File: src/rtl/ysyx_24110015_lsu_pkg.sv
// Shared types for the load/store unit: FSM state, func3 encodings, bus request/response bundles.
package ysyx_24110015_lsu_pkg;

    typedef enum logic [1:0] {
        S_IDLE = 2'd0,
        S_REQ  = 2'd1,
        S_RSP  = 2'd2,
        S_DONE = 2'd3
    } lsu_state_e;

    localparam logic [2:0] F3_B  = 3'b000;
    localparam logic [2:0] F3_H  = 3'b001;
    localparam logic [2:0] F3_W  = 3'b010;
    localparam logic [2:0] F3_BU = 3'b100;
    localparam logic [2:0] F3_HU = 3'b101;

    typedef struct packed {
        logic        wen;
        logic [31:0] addr;
        logic [31:0] wdata;
        logic [3:0]  wstrb;
    } lsu_req_t;

    typedef struct packed {
        logic [31:0] rdata;
        logic        err;
    } lsu_rsp_t;

endpackage

File: src/rtl/ysyx_24110015_lsu_align.sv
// Combinational byte-lane logic: store replication/strobes, load extract/extension, misalignment flag.
module ysyx_24110015_lsu_align
    import ysyx_24110015_lsu_pkg::*;
(
    input  logic [2:0]  func3,
    input  logic [1:0]  offset,
    input  logic [31:0] st_data,
    input  logic [31:0] ld_word,
    output logic [31:0] st_wdata,
    output logic [3:0]  st_wstrb,
    output logic [31:0] ld_data,
    output logic        misalign
);

    logic [15:0] ld_half;

    assign ld_half = 16'(ld_word >> {offset, 3'b000});

    always_comb begin
        st_wdata = st_data;
        st_wstrb = 4'b0000;
        ld_data  = ld_word;
        misalign = 1'b0;
        case (func3)
            F3_B: begin
                st_wdata = {4{st_data[7:0]}};
                st_wstrb = 4'b0001 << offset;
                ld_data  = {{24{ld_half[7]}}, ld_half[7:0]};
            end
            F3_BU: begin
                ld_data  = {24'h0, ld_half[7:0]};
            end
            F3_H: begin
                st_wdata = {2{st_data[15:0]}};
                st_wstrb = 4'b0011 << offset;
                ld_data  = {{16{ld_half[15]}}, ld_half};
                misalign = (offset == 2'd3);
            end
            F3_HU: begin
                ld_data  = {16'h0, ld_half};
                misalign = (offset == 2'd3);
            end
            F3_W: begin
                // Misaligned words keep only the lanes that fit in this word.
                st_wstrb = 4'b1111 << offset;
                misalign = (offset != 2'd0);
            end
            default: ;
        endcase
    end

endmodule

File: src/rtl/ysyx_24110015_lsu.sv
// Load/store unit: single-outstanding memory bus master with valid/ready result to writeback.
// Optional trap on misaligned access: define YSYX_24110015_LSU_MISALIGN_TRAP_EN.
module ysyx_24110015_lsu
    import ysyx_24110015_lsu_pkg::*;
#(
    parameter int XLEN = 32
) (
    input  logic            clk,
    input  logic            rst,
    input  logic            in_valid,
    output logic            in_ready,
    input  logic [XLEN-1:0] alu_out,
    input  logic [2:0]      func3,
    input  logic            mem_read,
    input  logic            mem_write,
    input  logic [XLEN-1:0] mem_wdata,
    input  logic            reg_wen_i,
    input  logic [4:0]      wb_addr_i,
    output logic            mem_req_valid,
    input  logic            mem_req_ready,
    output logic            mem_req_wen,
    output logic [XLEN-1:0] mem_req_addr,
    output logic [XLEN-1:0] mem_req_wdata,
    output logic [3:0]      mem_req_wstrb,
    input  logic            mem_rsp_valid,
    input  logic [XLEN-1:0] mem_rsp_rdata,
    input  logic            mem_rsp_err,
    output logic            out_valid,
    input  logic            out_ready,
    output logic [XLEN-1:0] result,
    output logic            reg_wen_o,
    output logic [4:0]      wb_addr_o,
    output logic            out_err
);

`ifdef YSYX_24110015_LSU_MISALIGN_TRAP_EN
    localparam bit TRAP_EN = 1'b1;
`else
    localparam bit TRAP_EN = 1'b0;
`endif

    lsu_state_e  state_reg, state_next;
    lsu_req_t    req_reg;
    lsu_rsp_t    rsp;
    logic [2:0]  func3_reg;
    logic [1:0]  off_reg;
    logic        is_load_reg;
    logic        reg_wen_reg;
    logic [4:0]  wb_addr_reg;
    logic [31:0] result_reg;
    logic        err_reg;

    logic        accept, is_mem, trap, misalign;
    logic [2:0]  func3_sel;
    logic [1:0]  off_sel;
    logic [31:0] st_wdata, ld_data;
    logic [3:0]  st_wstrb;

    assign in_ready  = (state_reg == S_IDLE);
    assign accept    = in_valid & in_ready;
    assign is_mem    = mem_read | mem_write;
    assign trap      = TRAP_EN & is_mem & misalign;
    assign rsp       = '{rdata: mem_rsp_rdata, err: mem_rsp_err};

    // While idle the lanes are computed from the incoming bundle, afterwards from the captured one.
    assign func3_sel = in_ready ? func3 : func3_reg;
    assign off_sel   = in_ready ? alu_out[1:0] : off_reg;

    ysyx_24110015_lsu_align u_align (
        .func3    (func3_sel),
        .offset   (off_sel),
        .st_data  (mem_wdata),
        .ld_word  (rsp.rdata),
        .st_wdata (st_wdata),
        .st_wstrb (st_wstrb),
        .ld_data  (ld_data),
        .misalign (misalign)
    );

    always_ff @(posedge clk or negedge rst) begin
        if (!rst) state_reg <= S_IDLE;
        else      state_reg <= state_next;
    end

    always_comb begin
        state_next = state_reg;
        case (state_reg)
            S_IDLE: if (accept) state_next = (is_mem && !trap) ? S_REQ : S_DONE;
            S_REQ:  if (mem_req_ready) state_next = S_RSP;
            S_RSP:  if (mem_rsp_valid) state_next = S_DONE;
            S_DONE: if (out_ready) state_next = S_IDLE;
            default: state_next = S_IDLE;
        endcase
    end

    always_ff @(posedge clk or negedge rst) begin
        if (!rst) begin
            req_reg     <= '0;
            func3_reg   <= 3'b000;
            off_reg     <= 2'b00;
            is_load_reg <= 1'b0;
            reg_wen_reg <= 1'b0;
            wb_addr_reg <= 5'd0;
            result_reg  <= 32'h0;
            err_reg     <= 1'b0;
        end else begin
            if (accept) begin
                func3_reg   <= func3;
                off_reg     <= alu_out[1:0];
                is_load_reg <= mem_read & ~mem_write;
                reg_wen_reg <= reg_wen_i & ~trap;
                wb_addr_reg <= wb_addr_i;
                result_reg  <= alu_out;
                err_reg     <= trap;
                if (is_mem && !trap) begin
                    req_reg.wen   <= mem_write;
                    req_reg.addr  <= {alu_out[31:2], 2'b00};
                    req_reg.wdata <= st_wdata;
                    req_reg.wstrb <= mem_write ? st_wstrb : 4'b0000;
                end
            end
            if (state_reg == S_RSP && mem_rsp_valid) begin
                err_reg <= rsp.err;
                if (rsp.err) reg_wen_reg <= 1'b0;
                if (is_load_reg) result_reg <= ld_data;
            end
        end
    end

    assign mem_req_valid = (state_reg == S_REQ);
    assign mem_req_wen   = req_reg.wen;
    assign mem_req_addr  = req_reg.addr;
    assign mem_req_wdata = req_reg.wdata;
    assign mem_req_wstrb = req_reg.wstrb;
    assign out_valid     = (state_reg == S_DONE);
    assign result        = result_reg;
    assign reg_wen_o     = reg_wen_reg;
    assign wb_addr_o     = wb_addr_reg;
    assign out_err       = err_reg;

endmodule

File: config.mk
export PLATFORM = sky130hd
export DESIGN_NAME = ysyx_24110015_lsu
export DESIGN_NICKNAME = d
export VERILOG_FILES = /design/src/rtl/ysyx_24110015_lsu_pkg.sv /design/src/rtl/ysyx_24110015_lsu_align.sv /design/src/rtl/ysyx_24110015_lsu.sv
export SDC_FILE = /design/constraint.sdc
export NUM_CORES = 1
export LEC_CHECK = 0
export BUFFER_PORTS_ARGS = -buffer_cell sky130_fd_sc_hd__buf_2
export CORE_MARGIN = 3
export CORE_UTILIZATION = 53
export DETAILED_ROUTE_END_ITERATION = 7
export PLACE_DENSITY_LB_ADDON = 0.05
export SLEW_MARGIN = 10
export SYNTH_ARGS = -nofsm -noshare
export SYNTH_HDL_FRONTEND = slang
export SYNTH_SLANG_ARGS = --single-unit
export TNS_END_PERCENT = 5
File: constraint.sdc
create_clock -name clk -period 5.54 [get_ports clk]
set_input_delay 0.554 -clock clk [delete_from_list [all_inputs] [get_ports clk]]
set_output_delay 0.554 -clock clk [all_outputs]
set_load 0.01 [all_outputs]
# After elaboration in Yosys (flattened, before gate mapping)
# Index checks and enable logic that the tools add are counted.
[totals]
reg_bits = 114
elab_cells = 57
[op_classes]
n_mux = 20
reduce_logical = 6
bitwise_logic = 4
eq_ne = 11
n_shift = 4
[op_table]
columns = ["operator", "n"]
rows = [
  ["32-bit case mux with 4 select lines", 1],
  ["32-bit two-way mux", 3],
  ["32-bit case mux with 2 select lines", 1],
  ["32-bit by 5-bit >> shifter with 16-bit output", 1],
  ["2-bit two-way mux", 6],
  ["4-bit case mux with 3 select lines", 1],
  ["2-bit case mux with 4 select lines", 1],
  ["3-bit equality test, second input constant", 2],
  ["2-bit by 1-bit inequality test with 1-bit output, second input constant", 3],
  ["1-bit two-way mux", 5],
  ["2-bit equality test, second input constant", 2],
  ["4-bit two-way mux", 1],
  ["4-bit AND reduction", 1],
  ["1-bit by 2-bit left shift with 4-bit output, first input constant", 1],
  ["2-bit by 2-bit left shift with 4-bit output, first input constant", 1],
  ["4-bit by 2-bit left shift with 4-bit output, first input constant", 1],
  ["3-bit by 1-bit equality test with 1-bit output, second input constant", 1],
  ["3-bit by 2-bit equality test with 1-bit output, second input constant", 1],
  ["3-bit logical NOT", 1],
  ["3-bit two-way mux", 1],
  ["1-bit AND", 2],
  ["2-bit by 1-bit equality test with 1-bit output, second input constant", 1],
  ["2-bit logical NOT", 1],
  ["2-bit inequality test, second input constant", 1],
  ["other kinds (5)", 5],
]

# Depth between registers and ports, before layout
[logic_depth]
word_depth = 6
depth_mapped = 10

# Modules after synthesis
# A second synthesis with hierarchy kept.
[hier_totals]
cells_unflattened = 528
hier_area_um2 = 6068.3
[modules_own_cells]
columns = ["module", "area_each_um2", "seq_area_each_um2", "n_inst", "cells_each"]
rows = [
  ["ysyx_24110015_lsu", 4878.4, 2852.7, 1, 348],
  ["ysyx_24110015_lsu_align", 1189.9, 0.0, 1, 180],
]

# Worst setup path after synthesis
# No wires, ideal clock.
[synth_timing]
kind = "register -> register"
from = "register state_reg[0]"
to = "register result_reg[23] (netlist: result[23])"
stages_incl_launch_ff = 11
path_slack_ns = 3.334
path_buffers = 3
arrival_ns = 2.062
period_less_slack_ns = 2.206
setup_ns = 0.145
t_required_ns = 5.395
path_cell_list = "dfrtp_1 inv_1 ha_1 buf_6 or3b_1 and2_1 buf_2 o21a_1 a21oi_4 buf_6 a32oi_1"
[synth_between]
elab_chain_len = 6
word_cells_on_any_way = 15
cone_classes = "eq/ne: 4; shift: 1; mux: 6; bitwise: 1; reduce/logical: 3"
[synth_rtl]
columns = ["item", "line_no", "source"]
rows = [
  ["start: declaration", "ysyx_24110015_lsu.sv:42", "lsu_state_e state_reg, state_next;"],
  ["start signal: assignment", "ysyx_24110015_lsu.sv:82", "else state_reg <= state_next;"],
  ["2-bit logical NOT (*)", "ysyx_24110015_lsu.sv:59", "assign in_ready = (state_reg == S_IDLE);"],
  ["named net in_ready", "ysyx_24110015_lsu.sv:11", "output logic in_ready,"],
  ["2-bit two-way mux or 3-bit two-way mux (tied branches)", "ysyx_24110015_lsu.sv:67, ysyx_24110015_lsu.sv:66", ""],
  ["32-bit by 5-bit >> shifter with 16-bit output, or another cell as far along", "ysyx_24110015_lsu_align.sv:17", "assign ld_half = 16'(ld_word >> {offset, 3'b000});"],
  ["32-bit case mux with 4 select lines", "ysyx_24110015_lsu_align.sv:24", "case (func3)"],
  ["32-bit two-way mux", "ysyx_24110015_lsu.sv:125", "if (is_load_reg) result_reg <= ld_data;"],
  ["32-bit two-way mux (*)", "ysyx_24110015_lsu.sv:122", "if (state_reg == S_RSP && mem_rsp_valid) begin"],
  ["end signal: assignment", "ysyx_24110015_lsu.sv:113", "result_reg <= alu_out;"],
  ["end signal: assignment", "ysyx_24110015_lsu.sv:125", ""],
  ["end: declaration", "ysyx_24110015_lsu.sv:50", "logic [31:0] result_reg;"],
]
# Mark *: on every way through the listed nets, which the timed path passes. The rest lies on a longest branch.
# A chain may end at the register's enable or synchronous reset.

# Worst setup path in the final report
[layout_timing]
from = "register state_reg[0]"
to = "register req_reg (netlist bit mem_req_addr[11])"
[layout_between]
elab_chain_len = 3
[layout_rtl]
columns = ["item", "line_no", "source"]
rows = [
  ["2-bit logical NOT", "ysyx_24110015_lsu.sv:59", ""],
  ["1-bit AND", "ysyx_24110015_lsu.sv:60", "assign accept = in_valid & in_ready;"],
  ["2-bit AND reduction (no source line)", "--", ""],
  ["end: declaration", "ysyx_24110015_lsu.sv:43", "lsu_req_t req_reg;"],
]
# Every way passes these cells.

==> run summary <==
post-synth top area share -> 50.0%
P per Cell Area -> 630 nW/um^2
Final Cell Area -> 7420 um^2
TNS Setup -> 0 ps
# setup viols final -> 0
Max Slew Vio Count -> 0
synthesized area per cell -> 10.2 um^2
clk slew on worst S/H paths -> 60 ps
via count -> 5201
final setup margin -> 1880 ps
CTS Sinks -> 114
top_reg_cell synth -> dfrtp_1
Final Hold Viols -> 0
first-iteration detailed-routing DRC count -> 316
wire per inst -> 18.5 um
cell count of the worst reg-to-reg path -> 6
first-pass GRT wire length -> 25900 um
Root Driver -> clkbuf_8
Worst setup EP type -> flop
Antenna Violating Nets Remaining -> 0
Tcrit/Tclk final -> 66.0%
critical path class -> reg -> reg
max_slew headroom -> 33.8%
Non-Filler Instances -> 914
io pins -> 225
Synth Warn # -> 0
Num CTS Buffers -> 17
worst hold-check path type -> in -> async
fraction of the yosys area taken by sequential cells -> 50.0%
Worst Path Required -> 5940 ps
vias in the first global route -> 5106
GRT Total Usage -> 28.0%
Die X -> 110 um
Cell variety after synth -> 49
worst-margin pin slew -> 993 ps
Syn Inst Count -> 561
max-cap violations -> 0
Yosys reg bits -> 114
First-pass DRT Iterations -> 5
Hold Buf Count CTS -> 0
Max H-tree Level -> 4
Fmax -> 273 MHz
status -> finished clean
worst reg2reg endpoint -> mem_req_addr[11]$_DFFE_PN0P_
Post-Place Worst Slack -> 1880 ps
Clock Latency Late Sink -> 520 ps
synthesized area -> 5710 um^2
Final HPWL DP -> 12300 um
Placed Area -> 6860 um^2
reg-to-reg slack, setup -> 1880 ps
Routed WL -> 16900 um
register area -> 2850 um^2
RSZ-0062 raised after global routing -> no
CP Max Fanout -> 71
filler instances -> 842
Placed Cells incl. Taps -> 885
Area contributors post-synth -> dfrtp_1 (50%), nand2_1 (8.3%), mux2_2 (7.7%)
port bufs -> 222
Setup Skew -> 5.86 ps
Commonest cells post-synth -> nand2_1 (126), dfrtp_1 (114), mux2i_1 (40)
Final Core Density -> 71.2%
post-CTS setup buffer count -> 0
# nets final -> 886
count leader, synth -> nand2_1
Std-Cell Rows -> 37
worst vdd ir -> 0.382 mV
crit start category -> flop
Max clock buf depth -> 2
largest net degree at the start of global routing -> 72
CTS tree -> built
Die Height -> 110 um
gr ovfl total -> 0
Synth area leader -> dfrtp_1
area occupied by multi-input gates -> 2660 um^2
RD Place Congestion -> 0.863
FF-to-FF Start -> state_reg[0]$_DFFE_PN0P_
layout cells sized above 1 -> 39.2%
Area Overhead vs Synth -> 29.9%
Starting Density -> 54.8%
fin crit period -> 3660 ps
initial antenna violation count -> 0
Total Die Area -> 12100 um^2
Ant. Diodes -> 0
number of synthesized flops with an enable pin -> 0
post_cts resized -> 0
core area -> 10400 um^2
asr flop ratio synth -> 100%
Lkg Pwr -> 3.77 nW
DRC -> 0
routed vias/inst -> 5.69
worst path arrival time -> 4060 ps
logic make-up (layout without fill, tap and decap cells):
logic type | after synthesis | in the layout | synth area share (%)
compound gates | 144 | 144 | 17.5
fa+ha+maj | 4 | 4 | 0.876
buf+inv | 48 | 264 | 3.94
flops | 114 | 114 | 50.0
mux | 80 | 80 | 15.1
other cells | 1 | 2 | 0.0657
simple gates | 170 | 170 | 12.6
worst max-delay path by stage:
stage,slack [ps],startpoint,end
2_1_floorplan,3330,state_reg[0]$_DFFE_PN0P_,result[23]$_DFF_PN0_
3_3_place_gp,2020,state_reg[0]$_DFFE_PN0P_,mem_req_addr[21]$_DFFE_PN0P_
3_5_place_dp,1880,state_reg[0]$_DFFE_PN0P_,mem_req_wdata[6]$_DFFE_PN0P_
4_1_cts,1870,state_reg[0]$_DFFE_PN0P_,mem_req_addr[11]$_DFFE_PN0P_
5_1_grt,1560,state_reg[1]$_DFFE_PN0P_,mem_req_addr[18]$_DFFE_PN0P_
6_report,1880,state_reg[0]$_DFFE_PN0P_,mem_req_addr[11]$_DFFE_PN0P_
metal layers:
metal | track usage, % | wire length [um] | vias to the layer above
li1 | - | - | 2427
met1 | 36.4 | 6910 | 2506
met2 | 45.2 | 8300 | 234
met3 | 6.99 | 1380 | 34
met4 | 10.5 | 327 | 0
met5 | 0 | 0 | -
report_power, final:
part	leakage, nW	switching [W]	total, W	internal (W)
registers	1.40	0.000223	0.00146	0.00124
clock network	0.279	0.000361	0.00104	0.000676
logic	2.09	0.00126	0.00217	0.000914
through the flow:
| stage | power [W] | hold WS, ps |
|---|---|---|
| 6_report | 0.00467 | 79.6 |
| 2_1_floorplan | 0.00288 | 258 |
| 4_1_cts | 0.00469 | 124 |
| 3_5_place_dp | 0.00363 | 461 |
| 5_1_grt | 0.00498 | 139 |
| 3_3_place_gp | 0.00355 | 455 |
worst max-delay path, stage by stage (launching register included):
cell and delay, ps:
dfrtp_1 410, inv_1 120, ha_1 830, and2_2 950
o21ai_4 390, buf_4 450, mux2_2 370
layout by cell type, fill, tap and decap left out, types with 3 or more instances in the layout:
| cell type | netlist | layout |
|---|---|---|
| nand2_1 | 126 | 126 |
| buf_2 | 12 | 221 |
| inv_1 | 8 | 8 |
| a21o_1 | 3 | 3 |
| clkbuf_8 | 0 | 5 |
| buf_4 | 2 | 6 |
| a22o_1 | 3 | 3 |
| nand2b_1 | 4 | 4 |
| nand3b_1 | 3 | 3 |
| o21ai_0 | 33 | 33 |
| ha_1 | 4 | 4 |
| mux2i_1 | 40 | 40 |
| nor2_1 | 20 | 19 |
| a32o_1 | 3 | 3 |
| a32oi_1 | 26 | 26 |
| o22ai_1 | 9 | 9 |
| o31a_1 | 6 | 6 |
| a2bb2oi_1 | 7 | 7 |
| o221ai_1 | 8 | 8 |
| clkbuf_16 | 0 | 16 |
| clkinv_2 | 0 | 4 |
| a21oi_1 | 34 | 34 |
| mux2_2 | 39 | 39 |
| dfrtp_1 | 114 | 114 |
final cells by class:
cell class / instances / area share (%)
flip-flops and latches: 114 / 38.5
multi-input cells: 400 / 35.8
clock buffers: 23 / 6.43
well taps: 136 / 2.29
inverters: 8 / 0.405
repair buffers: 227 / 15.5
clock inverters: 6 / 1.08
Power figures use the tool's default switching activity.
